==> src/rtl/mux4_arb_rr_if.sv <==
// Producer/consumer bundle for the round-robin 4:1 mux arbiter.
// master = producers and consumer side, slave = arbiter side.
interface mux4_arb_rr_if #(
  parameter int unsigned N = 4
);
  logic [3:0]   req;
  logic [3:0]   lock;
  logic [N-1:0] InA;
  logic [N-1:0] InB;
  logic [N-1:0] InC;
  logic [N-1:0] InD;
  logic         out_ready;
  logic [3:0]   gnt;
  logic [1:0]   S;
  logic [N-1:0] Out;
  logic         out_valid;
  logic [1:0]   out_src;

  modport master (
    output req, lock, InA, InB, InC, InD, out_ready,
    input  gnt, S, Out, out_valid, out_src
  );

  modport slave (
    input  req, lock, InA, InB, InC, InD, out_ready,
    output gnt, S, Out, out_valid, out_src
  );
endinterface

==> src/rtl/mux4_arb_rr.sv <==
// Round-robin arbiter sharing a quad 4:1 mux, with a one-entry valid/ready output register.
// Optional locked bursts are built only when ARB_LOCK_EN is defined.

// Quad 4:1 mux datapath: selects one of four N-bit words.
module quad_mux4 #(
  parameter int unsigned N = 4
) (
  input  logic [1:0]   sel,
  input  logic [N-1:0] in_a,
  input  logic [N-1:0] in_b,
  input  logic [N-1:0] in_c,
  input  logic [N-1:0] in_d,
  output logic [N-1:0] out_c
);
  always_comb begin
    out_c = in_a;
    unique case (sel)
      2'd0:    out_c = in_a;
      2'd1:    out_c = in_b;
      2'd2:    out_c = in_c;
      default: out_c = in_d;
    endcase
  end
endmodule

module mux4_arb_rr #(
  parameter int unsigned N = 4
) (
  input logic           clk,
  input logic           rst_n,
  mux4_arb_rr_if.slave  bus
);
  localparam int unsigned NSRC = 4;
  localparam int unsigned SW   = 2;

  typedef enum logic {
    EMPTY = 1'b0,
    FULL  = 1'b1
  } state_t;

  state_t          state, state_nxt;
  logic [SW-1:0]   ptr, ptr_nxt;
  logic [N-1:0]    data_q, data_nxt;
  logic [SW-1:0]   src_q, src_nxt;

  logic [SW-1:0]   winner_c;
  logic            any_req_c;
  logic            can_load_c;
  logic            load_c;
  logic [SW-1:0]   sel_c;
  logic [NSRC-1:0] gnt_c;
  logic [N-1:0]    mux_c;

  // Round-robin search from ptr+1; the highest offset is scanned first so the nearest requester wins.
  always_comb begin
    winner_c  = ptr;
    any_req_c = |bus.req;
    for (int k = NSRC; k >= 1; k--) begin
      if (bus.req[ptr + SW'(k)]) winner_c = ptr + SW'(k);
    end
`ifdef ARB_LOCK_EN
    // Locked burst: the last winner keeps the grant while it still requests with lock.
    if (bus.req[ptr] && bus.lock[ptr]) winner_c = ptr;
`endif
  end

  assign can_load_c = (state == EMPTY) || bus.out_ready;
  assign load_c     = can_load_c && any_req_c;
  assign sel_c      = any_req_c ? winner_c : ptr;
  assign gnt_c      = load_c ? (NSRC'(1) << winner_c) : '0;

  quad_mux4 #(.N(N)) u_mux (
    .sel   (sel_c),
    .in_a  (bus.InA),
    .in_b  (bus.InB),
    .in_c  (bus.InC),
    .in_d  (bus.InD),
    .out_c (mux_c)
  );

  // State, pointer and output word registers.
  always_ff @(posedge clk or negedge rst_n) begin
    if (!rst_n) begin
      state  <= EMPTY;
      ptr    <= SW'(NSRC - 1);
      data_q <= '0;
      src_q  <= '0;
    end else begin
      state  <= state_nxt;
      ptr    <= ptr_nxt;
      data_q <= data_nxt;
      src_q  <= src_nxt;
    end
  end

  // Next-state: load when room exists, drain to EMPTY when consumed with nothing to replace it.
  always_comb begin
    state_nxt = state;
    ptr_nxt   = ptr;
    data_nxt  = data_q;
    src_nxt   = src_q;
    unique case (state)
      EMPTY: begin
        if (load_c) state_nxt = FULL;
      end
      FULL: begin
        if (bus.out_ready && !any_req_c) state_nxt = EMPTY;
      end
      default: state_nxt = EMPTY;
    endcase
    if (load_c) begin
      ptr_nxt  = winner_c;
      data_nxt = mux_c;
      src_nxt  = winner_c;
    end
  end

  assign bus.gnt       = gnt_c;
  assign bus.S         = sel_c;
  assign bus.Out       = data_q;
  assign bus.out_valid = (state == FULL);
  assign bus.out_src   = src_q;
endmodule

==> src/flat_wrapper.sv <==
// flat-port wrapper written by rule: the top's interface ports become plain ports
module mux4_arb_rr_flat 
#(
  parameter int unsigned N = 4
)
  (clk, rst_n, bus_req, bus_lock, bus_InA, bus_InB, bus_InC, bus_InD, bus_out_ready, bus_gnt, bus_S, bus_Out, bus_out_valid, bus_out_src);
  mux4_arb_rr_if #(.N(N)) bus_i ();
  input logic clk;
  input logic rst_n;
  input wire logic [$bits(bus_i.req)-1:0] bus_req;
  input wire logic [$bits(bus_i.lock)-1:0] bus_lock;
  input wire logic [$bits(bus_i.InA)-1:0] bus_InA;
  input wire logic [$bits(bus_i.InB)-1:0] bus_InB;
  input wire logic [$bits(bus_i.InC)-1:0] bus_InC;
  input wire logic [$bits(bus_i.InD)-1:0] bus_InD;
  input wire logic [$bits(bus_i.out_ready)-1:0] bus_out_ready;
  output wire logic [$bits(bus_i.gnt)-1:0] bus_gnt;
  output wire logic [$bits(bus_i.S)-1:0] bus_S;
  output wire logic [$bits(bus_i.Out)-1:0] bus_Out;
  output wire logic [$bits(bus_i.out_valid)-1:0] bus_out_valid;
  output wire logic [$bits(bus_i.out_src)-1:0] bus_out_src;
  assign bus_i.req = bus_req;
  assign bus_i.lock = bus_lock;
  assign bus_i.InA = bus_InA;
  assign bus_i.InB = bus_InB;
  assign bus_i.InC = bus_InC;
  assign bus_i.InD = bus_InD;
  assign bus_i.out_ready = bus_out_ready;
  assign bus_gnt = bus_i.gnt;
  assign bus_S = bus_i.S;
  assign bus_Out = bus_i.Out;
  assign bus_out_valid = bus_i.out_valid;
  assign bus_out_src = bus_i.out_src;
  mux4_arb_rr #(.N(N)) u_core (.clk(clk), .rst_n(rst_n), .bus(bus_i));
endmodule
==> config.mk <==
export PLATFORM = sky130hd
export DESIGN_NAME = mux4_arb_rr_flat
export DESIGN_NICKNAME = d
export VERILOG_FILES = /design/src/rtl/mux4_arb_rr_if.sv /design/src/rtl/mux4_arb_rr.sv /design/src/flat_wrapper.sv
export SDC_FILE = /design/constraint.sdc
export NUM_CORES = 1
export LEC_CHECK = 0
export BUFFER_PORTS_ARGS = -buffer_cell sky130_fd_sc_hd__buf_2
export CAP_MARGIN = 20
export CORE_MARGIN = 1
export CORE_UTILIZATION = 37
export CTS_BUF_LIST = sky130_fd_sc_hd__clkbuf_2 sky130_fd_sc_hd__clkbuf_4 sky130_fd_sc_hd__clkbuf_8
export CTS_CLUSTER_DIAMETER = 60
export DETAILED_ROUTE_END_ITERATION = 10
export HOLD_SLACK_MARGIN = 0.02
export PLACE_DENSITY_LB_ADDON = 0.1
export RECOVER_POWER = 100
export REMOVE_ABC_BUFFERS = 1
export SYNTH_ARGS = -nofsm -noshare
export SYNTH_HDL_FRONTEND = slang
export SYNTH_HIERARCHICAL = 1
export SYNTH_SLANG_ARGS = --single-unit
==> constraint.sdc <==
create_clock -name clk -period 1.9 [get_ports clk]
set_input_delay 0.095 -clock clk [delete_from_list [all_inputs] [get_ports clk]]
set_output_delay 0.095 -clock clk [all_outputs]
set_load 0.05 [all_outputs]
### Word level (Yosys, flattened, before mapping)

Cells that the tools add are included.

| storage, ports and cells | value |
|---|---|
| logic and storage cells | 35 |
| input port bits | 27 |
| output and inout bits | 13 |
| flip-flop bits (word level) | 9 |

| cells by class | value |
|---|---|
| bitwise gates (word level) | 1 |
| add/subtract/negate cells | 3 |
| multiplexer cells | 15 |
| reductions and logical operators | 6 |
| shift operators | 1 |
| $lt $le $gt $ge | 3 |
| equality and inequality tests | 2 |

Operator list:

| operator | count |
|---|---|
| $pmux W4 S3 | 1 |
| $lt A2 B3 Y1 const B | 3 |
| $mux W2 | 4 |
| $bmux W1 S2 | 3 |
| $mux W1 | 5 |
| $add A2 B2 Y2 const B | 2 |
| $mux W4 | 1 |
| $reduce_or A4 Y1 | 1 |
| $shl A1 B2 Y4 const A | 1 |
| $add A2 B1 Y2 const B | 1 |
| $eq A2 B1 Y1 const B | 1 |
| $eq A2 B2 Y1 const B | 1 |
| $logic_and A1 B1 Y1 | 2 |
| $logic_not A2 Y1 | 1 |
| $pmux W1 S2 | 1 |
| $logic_not A1 Y1 | 1 |
| $logic_or A1 B1 Y1 | 1 |
| $not A1 Y1 | 1 |

### Longest topological paths before layout

Gate-level depths: netlist of run 1.

| logic depth | value |
|---|---|
| word-level depth | 9 |
| gate-level depth with buffers | 5 |
| depth with buffers taken out | 5 |

### Cells and area by module

Netlist of run 1, hierarchy kept.

Modules (own cells, without submodules):

| module | cells each | times used | area an instance (µm²) |
|---|---|---|---|
| mux4_arb_rr | 39 | 1 | 454.2 |
| quad_mux4 | 4 | 1 | 105.1 |

### Worst setup path after synthesis of run 1

Ideal clock, no wire load.

| path | value |
|---|---|
| path type | register to output |
| from | register u_core.ptr[0] |
| to | output port bus_gnt[0] |
| arrival time | 2,619 ps |
| required time | 1,805 ps |
| stages on the path, launching flop included | 5 |
| path slack | -814 ps |
| cell sequence | dfstp_2 > nor2b_1 > a21o_1 > a221o_1 > nor3b_1 |

| between the ends | value |
|---|---|
| longest elaborated chain between the ends | 8 |

Ends and longest elaborated chain:

| element | line | text |
|---|---|---|
| from (decl) | mux4_arb_rr.sv:42 | `logic [SW-1:0] ptr, ptr_nxt;` |
| from (signal assigned) | mux4_arb_rr.sv:85 | `ptr <= SW'(NSRC - 1);` |
| from (signal assigned) | mux4_arb_rr.sv:90 | `ptr <= ptr_nxt;` |
| $add A2 B2 Y2 | mux4_arb_rr.sv:59 | `if (bus.req[ptr + SW'(k)]) winner_c = ptr + SW'(k);` |
| $bmux W1 S2 | mux4_arb_rr.sv:59 |  |
| $mux W1 (implied by the code) | mux4_arb_rr.sv:59 |  |
| $mux W2 (2 in a row) | mux4_arb_rr.sv:59 |  |
| $mux W2 * | mux4_arb_rr.sv:59 |  |
| $shl A1 B2 Y4 * | mux4_arb_rr.sv:70 | `assign gnt_c = load_c ? (NSRC'(1) << winner_c) : '0;` |
| $mux W4 * | mux4_arb_rr.sv:70 |  |
| to (decl) | flat_wrapper.sv:17 | `output wire logic [$bits(bus_i.gnt)-1:0] bus_gnt;` |

Mark *: on every way between the ends. The rest lies on a longest branch, timed or not. The select of a mux whose other input is x is not followed.

### Final worst setup path of run 1

| path | value |
|---|---|
| from | register u_core.ptr[0] |
| to | output port bus_gnt[2] |

Same word-level chain as after synthesis.

==> results of run 1 <==
-- path summary, 6_finish.rpt --
path / to / cells past startpoint / slack (ns)
setup / recovery: bus_gnt[2] / 6 / -0.17
hold / removal: u_core/bus.out_valid / 2 / 0.04
setup reg to reg: u_core/bus.Out[1] / 5 / -0.13
hold reg to reg: u_core/bus.Out[1] / 1 / 0.51
max in group asynchronous: u_core/ptr[0] / 2 / 1.24
min in group asynchronous: u_core/bus.Out[2] / 2 / 0.31
-- logic make-up (layout without fill, tap and decap cells) --
logic type             after synthesis  after routing  share of synthesized area [%]
multiplexers                        12             12                           36.2
AND/OR/NAND/NOR                     10             10                           11.6
flip-flops                           9              9                           40.7
AO/OA/AOI/OAI                        8              8                           8.50
buffers and inverters                4             47                           2.91
-- per-layer routing --
layer / vias up / wire length, microns / share of wire (%)
met3: 0 / 109 / 8.5
met5: - / 0 / 0
met1: 267 / 508 / 39
met2: 25 / 669 / 52
li1: 252 / - / -
met4: 0 / 0 / 0
-- cell usage in the layout (no fill, tap or decap) --
cell / count
nor2_1: 2
and3b_1: 2
buf_4: 2
nor3b_2: 1
mux2_2: 6
buf_2: 23
clkbuf_1: 9
or2b_1: 1
dfrtp_1: 7
mux2_4: 2
and3_1: 1
nor4_1: 1
clkbuf_4: 4
a221o_2: 1
mux4_1: 4
dfstp_2: 2
a21oi_1: 1
o21ai_1: 1
nand2b_1: 1
nor2b_1: 1
a21oi_2: 1
o21ai_0: 3
a21o_1: 1
inv_1: 3
dlygate4sd3_1: 1
buf_6: 5
-- per-stage QoR --
step	worst slack [ns]	TNS (ns)
floorplan	-0.814	-4.91
global placement	-0.152	-0.615
detailed placement	-0.184	-0.748
CTS	-0.180	-1.09
global route	-0.246	-1.69
finish	-0.166	-0.997
-- sequential cells by signal, indices dropped and copies added (netlist names) --
signal                count
u_core/ptr                2
u_core/bus.out_valid      1
u_core/bus.Out            4
u_core/bus.out_src        2
-- layout make-up --
cell class	count	area [sq um]	area share, %
clock buffers	4	30.0	3.56
inverters	3	11.3	1.34
repair buffers	40	230	27.3
well taps	15	18.8	2.23
multi-input cells	30	325	38.6
flip-flops and latches	9	228	27.0
-- cell usage after synthesis, drive strengths merged --
cell type	number	share of area, %
dfstp	2	9.4
nand2b	1	1.1
inv	3	2.0
or2b	1	1.3
nor3b	1	1.3
nor4	1	1.1
o21ai	4	3.6
nor2b	1	1.1
a221o	1	1.8
nor2	2	1.3
a21oi	2	1.8
and3	1	1.1
a21o	1	1.3
dfrtp	7	31
buf	1	0.89
mux2	8	17
mux4	4	19
and3b	2	3.1
-- power by group through the flow --
stage / Clock, mW / Sequential [mW] / Combinational, mW
finish: 0.165 / 0.347 / 1.00
global route: 0.185 / 0.362 / 1.05
CTS: 0.173 / 0.347 / 1.03
detailed placement: 0 / 0.350 / 0.966
global placement: 0 / 0.346 / 0.957
floorplan: 0 / 0.581 / 0.490
-- worst max-delay path: cells and delay by family, from the launching register on --
kind | cells | cell delay, ns
AO/OA/AOI/OAI | 2 | 0.59
buffers and inverters | 2 | 0.32
flip-flops | 1 | 0.53
AND/OR/NAND/NOR | 2 | 0.27
-- timing repair --
item | 4_1_cts | 5_1_grt
endpoints found under the hold margin | 9 | 0
hold buffers | 1 | 0
setup endpoints to repair | 9 | 9
gates resized for setup | 12 | 0
gates cloned | 0 | 0
pin swaps | 2 | 0
==> metrics.cfg, run 1 <==
[status]
status=finished with violations
violations=negative setup slack

[final_layout]
diodes=0
fin_cells=101
final_nets=114
final_area_sq_um=843
layout-drive-gt1-share_pct=54.7
fillCellCount=126
synthToLayoutAreaGrowth_pct=50.8
fin_util_pct=62.5

[grt]
grt_pass1_wl_microns=1950
grt_pass1_vias=464
grt_usage_pct=18.7
use_met3_pct=10.9
met1_usage_pct=19.1
grt_max_degree=13
use_met2_pct=33.2
antenna_found_initial=0
gr-total-overflow=0
busiest_layer=met2

[power_and_ir_drop]
p_total_mw=1.51
pwr-share-clk_pct=10.9
sw_frac_of_total_pct=49.7
netSwitchingPower_mw=0.751
intPower_mw=0.761
combPwrFrac_pct=66.1
p_leak_nw=0.421
peakVddDrop_mv=1.20
power_density_mw_per_mm2=1790
seqPwrFrac_pct=23.0

[timing]
timing.hold.ws_ns=0.0425
slew-limit-headroom_pct=57.9
rsz0062_at_grt=yes
period_needed_ns=2.07
final.period_utilization_pct=109
finalHoldViolations=0
fmax_mhz=484
drv_slew=0
setup_viol=8
worst_slack_ns=-0.166
clock_skew_ns=0.00321
tightest_slew_ns=0.632

[synth]
synth-seq-cells=9
synth-warning-count=6
synth_cells=43
yosysUniqueCellTypes=20
ys_seq_area_share_pct=40.7
synth_area_sq_um=559
syn_area_per_cell_sq_um=13.0

[worst_setup_path]
cp.required_ns=1.80
startpoint=u_core/ptr[0]
slowest_stage=dfstp_2
crit_fanout=7
crit_chain=nor2b_1 -> a21o_1 -> a221o_2 -> buf_6 -> and3b_1 -> buf_6
crit_path_start_kind=flip-flop
cpMostUsedCell=buf_6
critPathKind=reg2out
crit_path_max_incr_delay_ns=0.53
crit_path_end_kind=primary output
worstPathArrival_ns=1.97
reg2reg_from=u_core/ptr[0]

[place]
place_congestion=0.623
dp_cells=96
dpl_cell_area_sq_um=778
dpl.hpwl_microns=983
io_buffers=35

[worst_hold_path]
hp-start=bus_out_ready
min_path_type=in2reg

[route]
via_per_inst=5.39
first_pass_iters=2
wire_per_inst_microns=12.7
drc=0
drt_wl_total_microns=1290
drt-initial-drc-count=4
ant_nets=0
num_vias=544

[die]
die_w_microns=40.9
row_count=13
io_pins=40
dieHeight_microns=40.9
dieArea_sq_mm=0.00167
fp.coreArea_sq_mm=0.00135
start_util_pct=41.4

[clock_tree]
post_cts_buffers=0
clock_sinks=9
clockBufferDepth=2
cts_buffers=3
cts_tree=yes
worstSkewPairLatency_ns=0.26
ctsRootBufferMaster=clkbuf_4
ctsHtreeMaxLevel=1
path_clk_slew_ns=0.06

[run]
max_cap_viol_count=0

(Power assumes the default switching activity.)
==> run 2, diff against run 1 <==
--- a/config.mk
+++ b/config.mk
@@ -8,7 +8,7 @@
 export BUFFER_PORTS_ARGS = -buffer_cell sky130_fd_sc_hd__buf_2
 export CAP_MARGIN = 20
 export CORE_MARGIN = 1
-export CORE_UTILIZATION = 37
+export CORE_UTILIZATION = 38
 export CTS_BUF_LIST = sky130_fd_sc_hd__clkbuf_2 sky130_fd_sc_hd__clkbuf_4 sky130_fd_sc_hd__clkbuf_8
 export CTS_CLUSTER_DIAMETER = 60
 export DETAILED_ROUTE_END_ITERATION = 10
==> constraint.sdc (replaced) <==
create_clock -name clk -period 2.55 [get_ports clk]
set_input_delay 0.1275 -clock clk [delete_from_list [all_inputs] [get_ports clk]]
set_output_delay 0.1275 -clock clk [all_outputs]
set_load 0.05 [all_outputs]
==> run 2 against run 1 <==
Compared with the run above:
- the run now ends clean
- largest power group unchanged
- critical path depth shrank 1
- sequential share of layout area grew 2.2 points
- first-iteration DRC count shrank 100%
- global-route usage shrank 2.8 points
- clock skew shrank 0.0022 ns
- clock power shrank 28%
- utilization shrank 4.0 points
==> metrics.cfg, run 2 (synthesized netlist as in run 1, its figures left out) <==
[final_layout]
final_nets=112
largest_reg_flops=4
final_area_sq_um=779
layout_commonest_cell=buf_2
diodes=0
synthToLayoutAreaGrowth_pct=39.4
most-common-layout-cells=21 x buf_2, 11 x clkbuf_1, 7 x dfrtp_1
fin_util_pct=58.4
layout-drive-gt1-share_pct=44.0

[timing]
setup_viol=0
rsz0062_at_grt=no
final.period_utilization_pct=87.3
finalSetupTns_ns=0
fmax_mhz=449
clock_skew_ns=0.000961
tightest_slew_ns=0.601
slew-limit-headroom_pct=60.1
period_needed_ns=2.23
finalHoldViolations=0
worst_slack_ns=0.325
drv_slew=0

[route]
wl_met3_microns=108
met2_length_microns=526
first_pass_iters=1
drt-initial-drc-count=0
drt_wl_total_microns=1170
ant_nets=0
drc=0
routed.top_layer=met3
wire_per_inst_microns=11.9
met1_length_microns=539
num_vias=507
via_per_inst=5.12

[clock_tree]
clock_sinks=9
worstSkewPairLatency_ns=0.26
ctsRootBufferMaster=clkbuf_4
clockBufferDepth=2
post_cts_buffers=0
cts_tree=yes
path_clk_slew_ns=0.06
ctsHtreeMaxLevel=1
cts_buffers=3

[grt]
grt_max_degree=13
grt_pass1_vias=384
grt_pass1_wl_microns=1610
antenna_found_initial=0
gr-total-overflow=0
grt_usage_pct=15.9

[worst_setup_path]
startpoint=u_core/ptr[0]
crit_path_start_kind=flip-flop
worstPathArrival_ns=2.10
crit_fanout=11
crit_end=bus_gnt[0]
crit_path_end_kind=primary output
reg2reg_from=u_core/ptr[0]
cp.required_ns=2.42
critPathKind=reg2out
regToRegEndpoint=u_core/bus.Out[1]
worstRegToRegCells=5
r2r_slack_ns=0.36

[die]
start_util_pct=41.9
io_pins=40
dieArea_sq_mm=0.00163
die_w_microns=40.4
fp.coreArea_sq_mm=0.00133
row_count=13
dieHeight_microns=40.4

[power_and_ir_drop]
peakVddDrop_mv=0.870
p_leak_nw=0.386
power_density_mw_per_mm2=1320
p_total_mw=1.03

[status]
status=finished clean

[run]
max_cap_viol_count=0

[place]
dp_slack_ns=0.393
place_congestion=0.643
io_buffers=35
dpl_cell_area_sq_um=756

[worst_hold_path]
min_path_type=in2reg
hold_depth=2

## run 2: how the worst min path moves through the flow
stage | start | endpoint | slack (ns)
5_1_grt | bus_out_ready | u_core/bus.out_valid | 0.06
4_1_cts | bus_out_ready | u_core/bus.out_valid | 0.07
3_5_place_dp | rst_n | u_core/bus.out_valid | -0.01
2_1_floorplan | rst_n | u_core/bus.Out[0] | -0.17
6_report | bus_out_ready | u_core/bus.out_valid | 0.08
3_3_place_gp | rst_n | u_core/bus.out_src[0] | -0.01
## run 2: routing by layer
layer,vias up,GRT usage (%)
met5,-,0
met4,0,2.50
met3,0,10.0
met2,30,24.6
met1,226,19.0
li1,251,-
## run 2: timing repair
| action | in CTS | in global routing |
|---|---|---|
| hold buffers | 1 | 0 |
| endpoints found under the hold margin | 9 | 0 |
| setup endpoints to repair | 0 | 0 |
| resized for setup | 0 | 0 |
## run 2: through the flow
step | hold slack (ns) | std cells
floorplan | -0.168 | 42
global placement | -0.0146 | 93
detailed placement | -0.0104 | 93
CTS | 0.0720 | 98
global route | 0.0624 | 99
finish | 0.0801 | 99
## run 2: power breakdown
group | internal [mW] | switching, mW
Combinational | 0.196 | 0.452
Clock | 0.0708 | 0.0481
Sequential | 0.219 | 0.0402
Total | 0.485 | 0.540
## run 2: layout make-up
cell class                      instances  area [sq um]
Sequential cell                         9           228
Multi-Input combinational cell         30           308
Tap cell                               15          18.8
Clock buffer                            4          30.0
Inverter                                3          11.3
Fill cell                             130           554
Timing Repair Buffer                   38           184
## run 2: critical path: stages (launching register included)
cell and delay (ns):
dfstp_1 0.56, nor2b_1 0.08, a21o_1 0.15, a221o_1 0.51
nor3b_1 0.24, clkbuf_2 0.30
